==> src/rtl/sram_mem_controller.sv <==
// Sequences 32-bit MEM-stage loads/stores onto a 16-bit asynchronous SRAM as two
// half-word cycles (low then high), holding ready low to freeze the pipeline meanwhile.
module sram_mem_controller #(
  parameter int ADDR_BASE   = 1024,
  parameter int WAIT_CYCLES = 1
) (
  input  logic        clk,
  input  logic        rst,
  input  logic        wr_en,
  input  logic        rd_en,
  input  logic [31:0] address,
  input  logic [31:0] write_data,
  output logic [31:0] read_data,
  output logic        ready,
  output logic [17:0] sram_addr,
  input  logic [15:0] sram_dq_in,
  output logic [15:0] sram_dq_out,
  output logic        sram_dq_oe,
  output logic        sram_we_n,
  output logic        sram_oe_n
);

  localparam logic [1:0] S_IDLE = 2'd0;
  localparam logic [1:0] S_LO   = 2'd1;
  localparam logic [1:0] S_HI   = 2'd2;
  localparam logic [1:0] S_DONE = 2'd3;

  localparam int              CW      = (WAIT_CYCLES > 0) ? $clog2(WAIT_CYCLES + 1) : 1;
  localparam logic [CW-1:0]   LAST    = CW'(WAIT_CYCLES);
  localparam logic [18:0]     BASE_LO = 19'(ADDR_BASE);

  logic [1:0]    r_state;
  logic [CW-1:0] r_cnt;
  logic          r_is_wr;
  logic [16:0]   r_word;
  logic [31:0]   r_wdata;
  logic [31:0]   r_rdata;

  logic [18:0]   w_off;
  logic          w_req;
  logic          w_last;
  logic          w_unused;

  // Only offset bits [18:2] reach the SRAM, so the subtraction is done on the low 19 bits.
  assign w_off    = address[18:0] - BASE_LO;
  assign w_req    = rd_en | wr_en;
  assign w_last   = (r_cnt == LAST);
  assign w_unused = ^{address[31:19], w_off[1:0]};

  assign read_data = r_rdata;

  // NOTE: sequential state uses non-blocking assignments so every register samples pre-edge values.
  always_ff @(posedge clk) begin
    if (rst) begin
      r_state <= S_IDLE;
      r_cnt   <= '0;
      r_is_wr <= 1'b0;
      r_word  <= '0;
      r_wdata <= '0;
      r_rdata <= '0;
    end else begin
      case (r_state)
        S_IDLE: begin
          if (w_req) begin
            r_state <= S_LO;
            r_cnt   <= '0;
            r_is_wr <= wr_en;
            r_word  <= w_off[18:2];
            r_wdata <= write_data;
          end
        end
        S_LO: begin
          if (w_last) begin
            r_state <= S_HI;
            r_cnt   <= '0;
            if (!r_is_wr) r_rdata[15:0] <= sram_dq_in;
          end else begin
            r_cnt <= r_cnt + CW'(1);
          end
        end
        S_HI: begin
          if (w_last) begin
            r_state <= S_DONE;
            r_cnt   <= '0;
            if (!r_is_wr) r_rdata[31:16] <= sram_dq_in;
          end else begin
            r_cnt <= r_cnt + CW'(1);
          end
        end
        default: r_state <= S_IDLE;
      endcase
    end
  end

  // NOTE: every output gets a default before the case so no latch is inferred.
  always_comb begin
    ready       = 1'b0;
    sram_addr   = '0;
    sram_dq_out = '0;
    sram_dq_oe  = 1'b0;
    sram_we_n   = 1'b1;
    sram_oe_n   = 1'b1;
    case (r_state)
      S_IDLE: ready = ~w_req;
      S_LO: begin
        sram_addr = {r_word, 1'b0};
        if (r_is_wr) begin
          sram_dq_out = r_wdata[15:0];
          sram_dq_oe  = 1'b1;
          sram_we_n   = 1'b0;
        end else begin
          sram_oe_n = 1'b0;
        end
      end
      S_HI: begin
        sram_addr = {r_word, 1'b1};
        if (r_is_wr) begin
          sram_dq_out = r_wdata[31:16];
          sram_dq_oe  = 1'b1;
          sram_we_n   = 1'b0;
        end else begin
          sram_oe_n = 1'b0;
        end
      end
      default: ready = 1'b1;
    endcase
  end

endmodule

==> config.mk <==
export PLATFORM = sky130hd
export DESIGN_NAME = sram_mem_controller
export DESIGN_NICKNAME = d
export VERILOG_FILES = /design/src/rtl/sram_mem_controller.sv
export SDC_FILE = /design/constraint.sdc
export NUM_CORES = 1
export LEC_CHECK = 0
export BUFFER_PORTS_ARGS = -buffer_cell sky130_fd_sc_hd__buf_2
export CAP_MARGIN = 40
export CORE_MARGIN = 2
export CORE_UTILIZATION = 38
export CTS_CLUSTER_SIZE = 30
export DETAILED_ROUTE_END_ITERATION = 10
export PLACE_DENSITY = 0.73
export SLEW_MARGIN = 10
export SYNTH_ARGS = -nofsm -noshare
export SYNTH_HDL_FRONTEND = slang
export SYNTH_SLANG_ARGS = --single-unit
==> constraint.sdc <==
create_clock -name clk -period 4.8 [get_ports clk]
set_input_delay 0.48 -clock clk [delete_from_list [all_inputs] [get_ports clk]]
set_output_delay 0.48 -clock clk [all_outputs]
set_load 0.03 [all_outputs]
==> flow_summary.yaml <==
sta:
  finalCriticalPeriod_ns: 2.99
  rsz0062_at_grt: "no"
  setup_violations: 0
  fin_skew_ns: 0.00933
  max_freq_ghz: 0.334
  fin_setup_tns_ns: 0
  fin_crit_sh_pct: 62.3
  hold_viol_final: 0
  drv_slew: 0
  slew_headroom_pct: 43.0
  tightest_slew_ns: 0.855
power:
  irDropWorstVdd_mv: 0.229
  p_per_area_mw_per_mm2: 505
  total_leakage_power_uw: 0.00195
clocking:
  clockBufferDepth: 2
  cts.sinks: 85
  path_clk_slew_ns: 0.09
  worst_skew_pair.late_latency_ns: 0.34
  cts_tree: "yes"
  cts_setup_buffers: 0
  root_buffer: "clkbuf_8"
  ctsResizeCount: 0
  htreeDepth: 3
  cts_made_buffers: 9
  cts.hold.buffers_added: 0
min_path:
  hold_path_class: "in -> reg"
  whs_path_depth: 3
  hold_start: "write_data[22]"
  min_to: "r_wdata[22]$_SDFFE_PP0P_"
yosys:
  synth_top_area_cell: "dfxtp_1"
  postSynthAreaPerCell_um2: 7.70
  ys_seq_area_share_pct: 49.0
  post-synth-top-count-cell: "nand2_1"
  syn_nets: 540
  ys_warn_count: 0
  netlist_instances: 451
  synthTopCellsByArea: "dfxtp_1, nand2_1, a21oi_1"
  synth_edf_count: 0
  synth_common_cells: "nand2_1, dfxtp_1, a21oi_1"
  synthesis.area_mm2: 0.00347
  ys_ff_latch: 85
  synth_top_cell_area_share_pct: 49.0
  yosys_most_used_dff: "dfxtp_1"
  synth_cell_types: 32
  ys_async_sr_fraction_pct: 0
worst_setup_path:
  worstPathRequired_ns: 4.32
  ff2ff_path_depth: 5
  path_class: "reg -> out"
  rrSetupSlack_ns: 2.47
  critical_path_arrival_ns: 2.51
  worst_setup_path_end_kind: "output port"
  start_kind: "flip-flop"
  r2r-start: "r_state[0]$_SDFFE_PP0P_"
  reg2reg_to: "read_data[31]$_SDFFE_PP0P_"
  crit_fanout: 22
global_route:
  grtUsageTotal_pct: 18.5
  grt_first_pass_wirelength_um: 15100
  antenna_found_initial: 0
  grt_max_degree: 86
  grt_pass1_vias: 3360
  grt_overflow_total: 0
route:
  wire_per_inst_um: 13.4
  via_per_inst: 5.08
  drt-total-wl_um: 9200
  final_antenna_net_count: 0
  drt_iter0_markers: 182
  drc: 0
  first_pass_iters: 4
  vias: 3482
run:
  max_cap_viol_count: 0
layout:
  area.growth.synth_to_final_pct: 27.9
  final_cell_count_no_fill: 685
  final_nets: 661
  seq_area_mm2: 0.00170
  num-fill-cells: 882
  n_antenna_cell: 0
  drive_gt1_share_pct: 28.1
  multi_input_area_mm2: 0.00165
die:
  die_w_um: 99.6
  start_util_pct: 39.4
  die_y_um: 99.6
  rows: 34
  pin_count: 154
  core_mm2: 0.00881
  die-area_mm2: 0.00992
place:
  globalplace.congestion: 0.795
  hpwl_um: 6460
  dp_cells: 669
  io_buffers: 138
outcome:
  status: "completed"
critical path: stages (launching register included):
cell	delay, ns
dfxtp_1	0.35
inv_1	0.09
ha_1	0.71
o21a_1	0.60
and2_1	0.22
buf_2	0.20
metrics by stage:
step	power [µW]	util (%)	hold WS (ns)	setup slack (ns)	area, µm²
2_1_floorplan	1500	-	0.432	2.41	3470
5_1_grt	2400	50.4	0.357	1.60	4440
6_report	2240	50.4	0.363	1.81	4440
3_5_place_dp	1760	48.2	0.445	2.15	4250
4_1_cts	2260	50.4	0.344	1.76	4440
3_3_place_gp	1690	47.7	0.438	2.25	4200
final cells by class:
class,instances,area share [%]
inverter,5,0.423
clock buffer,11,2.96
clock inverter,5,1.38
timing repair buffer,141,16.8
multi-input combinational,330,37.1
tap,108,3.04
sequential,85,38.3
layout by cell type (no fill, tap or decap), types with 2 or more instances in the layout:
master,n
nor2_1,27
a22oi_1,16
clkbuf_8,9
o21ai_0,4
buf_2,138
a211oi_1,7
a311oi_1,2
and2_1,17
xnor2_1,2
and4_1,3
a21oi_1,76
inv_1,5
nor3b_1,2
dfxtp_1,85
nand3b_1,2
nand2_1,147
and3b_1,2
clkinvlp_4,3
ha_1,5
clkbuf_1,2
nor4_1,5
report_power, final:
group / switching, µW / total [µW] / internal [µW]
Combinational: 544 / 829 / 285
Clock: 252 / 493 / 242
Sequential: 76.5 / 920 / 843
metal layers:
layer  global-route usage, %  part of all wire [%]
met3                    3.09                   3.9
met4                    6.95                   2.1
met5                       0                     0
met1                    22.6                    44
met2                    32.8                    50
kinds of logic (layout without fill, tap and decap cells):
kind of cell             count (synthesis)  in the layout  synth area share, %
AND/OR/NAND/NOR                        213            213                 26.7
AO/OA/AOI/OAI                          110            110                 18.1
flip-flops                              85             85                 49.0
buffers and inverters                   36            162                 3.93
adder cells (fa/ha/maj)                  5              5                 1.80
XOR/XNOR                                 2              2                0.505
sequential cells by signal, summed over array words and instances (netlist names):
| name | cells |
|---|---|
| r_wdata | 32 |
| read_data | 32 |
| r_word | 17 |
| r_state | 2 |
| r_cnt | 1 |
| r_is_wr | 1 |
worst max-delay path by stage:
stage,startpoint,endpoint,slack [ns]
6_report,r_state[0]$_SDFFE_PP0P_,sram_addr[15],1.81
3_3_place_gp,r_state[0]$_SDFFE_PP0P_,sram_addr[11],2.25
3_5_place_dp,r_state[0]$_SDFFE_PP0P_,sram_addr[11],2.15
5_1_grt,r_state[0]$_SDFFE_PP0P_,sram_addr[15],1.60
4_1_cts,r_state[0]$_SDFFE_PP0P_,sram_addr[11],1.76
2_1_floorplan,r_state[0]$_SDFFE_PP0P_,sram_dq_out[0],2.41
(Power assumes the default switching activity.)
